<file path="src/rtl/irq_sched.sv">
// Six-source interrupt scheduler. Per-source edge/level capture, masking and
// fixed-priority nesting. The selected source goes to the CPU as a registered one-hot vector.

module irq_sched_src (
  input  logic clk,
  input  logic rst_n,
  input  logic src,
  input  logic mode,
  input  logic mode_nxt,
  input  logic clr,
  output logic pend,
  output logic pe
);
  logic src_q;
  logic set;

  assign set = src & ~src_q;
  assign pe  = mode ? pend : src;

  // A new edge beats a same-cycle clear. Leaving edge mode drops any capture.
  always_ff @(posedge clk or negedge rst_n) begin
    if (!rst_n) begin
      src_q <= 1'b0;
      pend  <= 1'b0;
    end else begin
      src_q <= src;
      pend  <= mode & mode_nxt & (set | (pend & ~clr));
    end
  end
endmodule

module irq_sched #(
  parameter int NSRC = 6
) (
  input  logic        clk,
  input  logic        rst_n,
  input  logic [3:2]  addr,
  input  logic        we,
  input  logic        rd_en,
  input  logic [31:0] wd,
  output logic [31:0] rd,
  input  logic [5:0]  src,
  output logic [5:0]  cpu_int
);
  logic [NSRC-1:0] mask, mode, isr, pend, pe, elig, clr, mode_nxt;
  logic [NSRC-1:0] claim_oh, eoi_oh, w1c;
  logic [2:0]      w;
  logic            valid, claim;
  logic            unused_wd;

  assign unused_wd = ^wd[31:6];

  assign mode_nxt = (we && addr == 2'd2) ? wd[NSRC-1:0] : mode;
  assign w1c      = (we && addr == 2'd1) ? wd[NSRC-1:0] : '0;
  assign claim    = rd_en && addr == 2'd3 && valid;
  assign claim_oh = claim ? (NSRC'(1) << w) : '0;
  assign eoi_oh   = (we && addr == 2'd3 && wd[2:0] < 3'(NSRC)) ? (NSRC'(1) << wd[2:0]) : '0;
  assign clr      = w1c | claim_oh;

  generate
    for (genvar i = 0; i < NSRC; i++) begin : g_src
      irq_sched_src u_src (
        .clk      (clk),
        .rst_n    (rst_n),
        .src      (src[i]),
        .mode     (mode[i]),
        .mode_nxt (mode_nxt[i]),
        .clr      (clr[i]),
        .pend     (pend[i]),
        .pe       (pe[i])
      );
      // Eligible only if no source at this index or above is in service.
      assign elig[i] = pe[i] & mask[i] & ~(|isr[i:0]);
    end
  endgenerate

  always_comb begin
    valid = 1'b0;
    w     = 3'd0;
    for (int i = NSRC - 1; i >= 0; i--) begin
      if (elig[i]) begin
        valid = 1'b1;
        w     = 3'(i);
      end
    end
  end

  always_ff @(posedge clk or negedge rst_n) begin
    if (!rst_n) begin
      mask    <= '0;
      mode    <= '0;
      isr     <= '0;
      cpu_int <= '0;
    end else begin
      if (we && addr == 2'd0) mask <= wd[NSRC-1:0];
      mode    <= mode_nxt;
      // Claim is applied after EOI so that EOI+claim of the same bit stays in service.
      isr     <= (isr & ~eoi_oh) | claim_oh;
      cpu_int <= valid ? (NSRC'(1) << w) : '0;
    end
  end

  always_comb begin
    rd = '0;
    case (addr)
      2'd0: rd[NSRC-1:0] = mask;
      2'd1: rd[NSRC-1:0] = pe;
      2'd2: rd[NSRC-1:0] = mode;
      2'd3: rd = {valid, 28'b0, (valid ? w : 3'd0)};
      default: rd = '0;
    endcase
  end
endmodule

</file>
<file path="config.mk">
export PLATFORM = sky130hd
export DESIGN_NAME = irq_sched
export DESIGN_NICKNAME = d
export VERILOG_FILES = /design/src/rtl/irq_sched.sv
export SDC_FILE = /design/constraint.sdc
export NUM_CORES = 1
export LEC_CHECK = 0
export ABC_CLOCK_PERIOD_IN_PS = 1700
export CORE_ASPECT_RATIO = 2
export CORE_MARGIN = 8
export CORE_UTILIZATION = 40
export CTS_BUF_LIST = sky130_fd_sc_hd__clkbuf_4
export DETAILED_ROUTE_END_ITERATION = 16
export HOLD_SLACK_MARGIN = 0.05
export PLACE_DENSITY_LB_ADDON = 0.2
export SYNTH_ARGS = -nofsm -noshare
export SYNTH_HDL_FRONTEND = slang
export SYNTH_SLANG_ARGS = --single-unit
export TNS_END_PERCENT = 1
</file>
<file path="constraint.sdc">
create_clock -name clk -period 1.7 [get_ports clk]
set_clock_uncertainty 0.05 [all_clocks]
set_input_delay 0.17 -clock clk [delete_from_list [all_inputs] [get_ports clk]]
set_output_delay 0.17 -clock clk [all_outputs]
set_load 0.005 [all_outputs]
</file>
==> flow_metrics.py <==
metrics = {
    "worst_setup_path": {
        "slowest_stage": "mux4_2",
        "crit_type": "flop to primary output",
        "cp.arrival_ps": 2030,
        "path_delay_family": "multiplexers",
        "cp_cell_sequence": "buf_6, nor3b_4, o2bb2ai_4, a21oi_2, mux4_2, buf_2",
        "crit_path_end_kind": "primary output",
        "crit_path_start_kind": "flop",
        "worst-path-buf-inv": 2,
        "critPathRequiredTime_ps": 1480,
        "max_stage_delay_ps": 470,
        "cp_max_fo": 3,
    },
    "floorplanning": {
        "die_w_um": 66.62,
        "die_area_um2": 7809,
        "chipHeight_um": 117.2,
        "initial_core_util": 0.4061,
        "io_pins": 82,
        "rows": 37,
        "core_um2": 5046,
    },
    "logic_synthesis": {
        "ys_types": 44,
        "syn_area_um2": 2049,
        "synth_enable_flop_cells": 0,
        "netlist_instances": 199,
        "synth-seq-cells": 36,
        "syn_avg_cell_area_um2": 10.30,
        "async_flop_share": 1.000,
        "yosysWarnings": 0,
        "ys_seq_area_frac": 0.4396,
        "ys.flop_type": "dfrtp_1",
    },
    "drt": {
        "wirelength_um": 6072,
        "detail-route-antenna-nets": 0,
        "via_count": 1872,
        "route.detailed.wl_per_inst_um": 16.91,
        "drc": 0,
        "drt-vias-per-instance": 5.214,
        "drt_iter0_drc": 88,
        "firstDrtPassIters": 4,
    },
    "pwr": {
        "p_comb_frac": 0.496,
        "power_switching_uw": 1052,
        "leakage_uw": 0.001384,
        "p_int_uw": 2026,
        "sequentialPowerShare": 0.367,
        "clkPwrFrac": 0.138,
        "peakVddDrop_mv": 0.9247,
        "swShare": 0.3417,
        "power_uw": 3078,
        "power_density_nw_per_um2": 1014,
    },
    "place": {
        "dp_hpwl_um": 4749,
        "place_area_um2": 2800,
        "placed_cells": 345,
        "place.gp.congestion": 0.9343,
        "dp_slack_ps": -723.0,
        "io_buffer_count": 30,
    },
    "cts": {
        "cts.clk_slew.worst_paths_ps": 110,
        "numCtsBuffers": 5,
        "cts_num_sinks": 36,
        "cts_tree": "done",
        "root_buffer": "clkbuf_4",
        "clkLatencyLatePin_ps": 350,
        "htree_levels": 2,
        "ctsHoldBuffers": 0,
        "clock_path_buffers": 2,
    },
    "final_layout": {
        "fin_area_um2": 3037,
        "syn_to_final_growth_pct": 48.17,
        "drive_gt1_frac": 0.4020,
        "layout_common_cells": "65 x buf_4, 35 x dfrtp_1, 25 x conb_1",
        "final_common_cell": "buf_4",
        "fillers": 456,
        "antennaDiodeCount": 0,
        "finalNonFillerCells": 359,
        "fin_nets": 345,
    },
    "timing": {
        "fin_crit_sh": 1.323,
        "max_freq_mhz": 444.8,
        "fin_ws_ps": -548.4,
        "slew_viol_final": 0,
        "rsz0062_at_grt": "yes",
        "period_minus_slack_ps": 2248,
        "finalSetupViolCount": 18,
        "finalHoldViolCount": 0,
    },
    "status": {
        "outcome": "complete, but fails checks",
        "violations": "setup timing",
    },
    "grt": {
        "antenna_found_initial": 0,
        "grt_max_degree": 37,
        "gr-total-overflow": 0,
        "grt_usage": 0.1610,
        "grt_pass1_wl_um": 9708,
        "grt_pass1_vias": 1963,
    },
    "job": {
        "maxCapViolations": 0,
    },
    "min_path": {
        "hp-class": "input pin to async pin",
    },
}
## path summary, 6_finish.rpt
check | cells past startpoint | slack (ps) | to | from
worst min register to register | 2 | 440 | g_src[1].u_src.pend | g_src[1].u_src.src_q
max in group asynchronous | 2 | 1060 | isr[0] | rst_n
worst max-delay path | 6 | -550 | rd[1] | isr[0]
worst max register to register | 9 | -260 | isr[4] | isr[0]
worst min-delay path | 2 | 180 | g_src[0].u_src.pend | rst_n
min in group clk | 1 | 280 | g_src[2].u_src.src_q | src[2]
## registers in the layout, summed over array words and instances, names as in the netlist
register / cells
cpu_int: 6
g_src.u_src.pend: 6
g_src.u_src.src_q: 6
isr: 6
mask: 6
mode: 6
## metrics by stage
stage	hold slack [ps]	util	TNS (ps)
2_1_floorplan	-175.6	-	-58.81
6_report	182.6	0.6018	-4312
4_1_cts	203.2	0.5834	-4299
3_5_place_dp	439.6	0.5549	-7760
5_1_grt	222.0	0.6018	-5837
3_3_place_gp	432.7	0.5549	-6877
## per-layer routing
layer | up-vias | track usage | wire length, um
li1 | 884 | - | -
met1 | 922 | 0.1876 | 2396
met2 | 52 | 0.2670 | 3184
met3 | 14 | 0.03718 | 306
met4 | 0 | 0.07604 | 184
met5 | - | 0 | 0
## timing repair
action / CTS / global route
setup endpoints to repair: 19 / 20
pin swaps: 9 / 9
setup buffers: 4 / 3
gates resized for setup: 35 / 20
## cell families (layout without fill, tap and decap cells)
family,Yosys count,count (layout),synth area share
AO/OA/AOI/OAI,59,59,0.1996
AND/OR/NAND/NOR,49,49,0.1477
buffers and inverters,37,115,0.1142
flip-flops,36,36,0.4396
multiplexers,17,17,0.09707
other,1,25,0.001830
## worst reg2reg max path, cell delays in order (launching register included)
cell	delay (ps)
dfrtp_2	440
buf_6	130
nor3b_4	260
buf_6	150
nand2_4	50
buf_4	130
buf_6	120
a221oi_2	240
buf_4	190
o31ai_1	70
## synth_stat cells (all sizes together) (2+ instances only)
cell type,count,share of area
nand3,4,0.0098
o311ai,3,0.013
and3b,2,0.0085
a21o,2,0.0073
buf,26,0.094
o22ai,3,0.0092
a21boi,2,0.0073
clkbuf,5,0.0092
mux2,13,0.071
nand2,12,0.022
nor3b,3,0.013
a21bo,2,0.0098
o21ai,14,0.034
o41ai,4,0.017
nor2,10,0.018
nor2b,4,0.012
inv,6,0.011
o2bb2ai,2,0.0085
o31ai,5,0.021
a31oi,5,0.015
nand2b,7,0.021
mux2i,3,0.015
dfrtp,36,0.44
a21oi,10,0.024
## cell type report
| cell class | count | area (um^2) | share of cell area |
|---|---|---|---|
| inverters | 6 | 22.52 | 0.007417 |
| repair buffers | 102 | 850.8 | 0.2802 |
| clock buffers | 5 | 37.54 | 0.01236 |
| flip-flops and latches | 36 | 902.1 | 0.2971 |
| well taps | 58 | 72.57 | 0.02390 |
| multi-input cells | 150 | 1144 | 0.3766 |
| clock inverters | 2 | 7.507 | 0.002472 |
## power groups by stage
stage                     combinational, uW  clock (uW)  sequential [uW]
after floorplan                         599           0             1140
after global placement                 1220           0             1150
after detailed placement               1230           0             1150
after CTS                              1400         432             1130
after global routing                   1640         467             1150
final                                  1530         424             1130
Note: power is estimated with default switching activity, not from simulation.
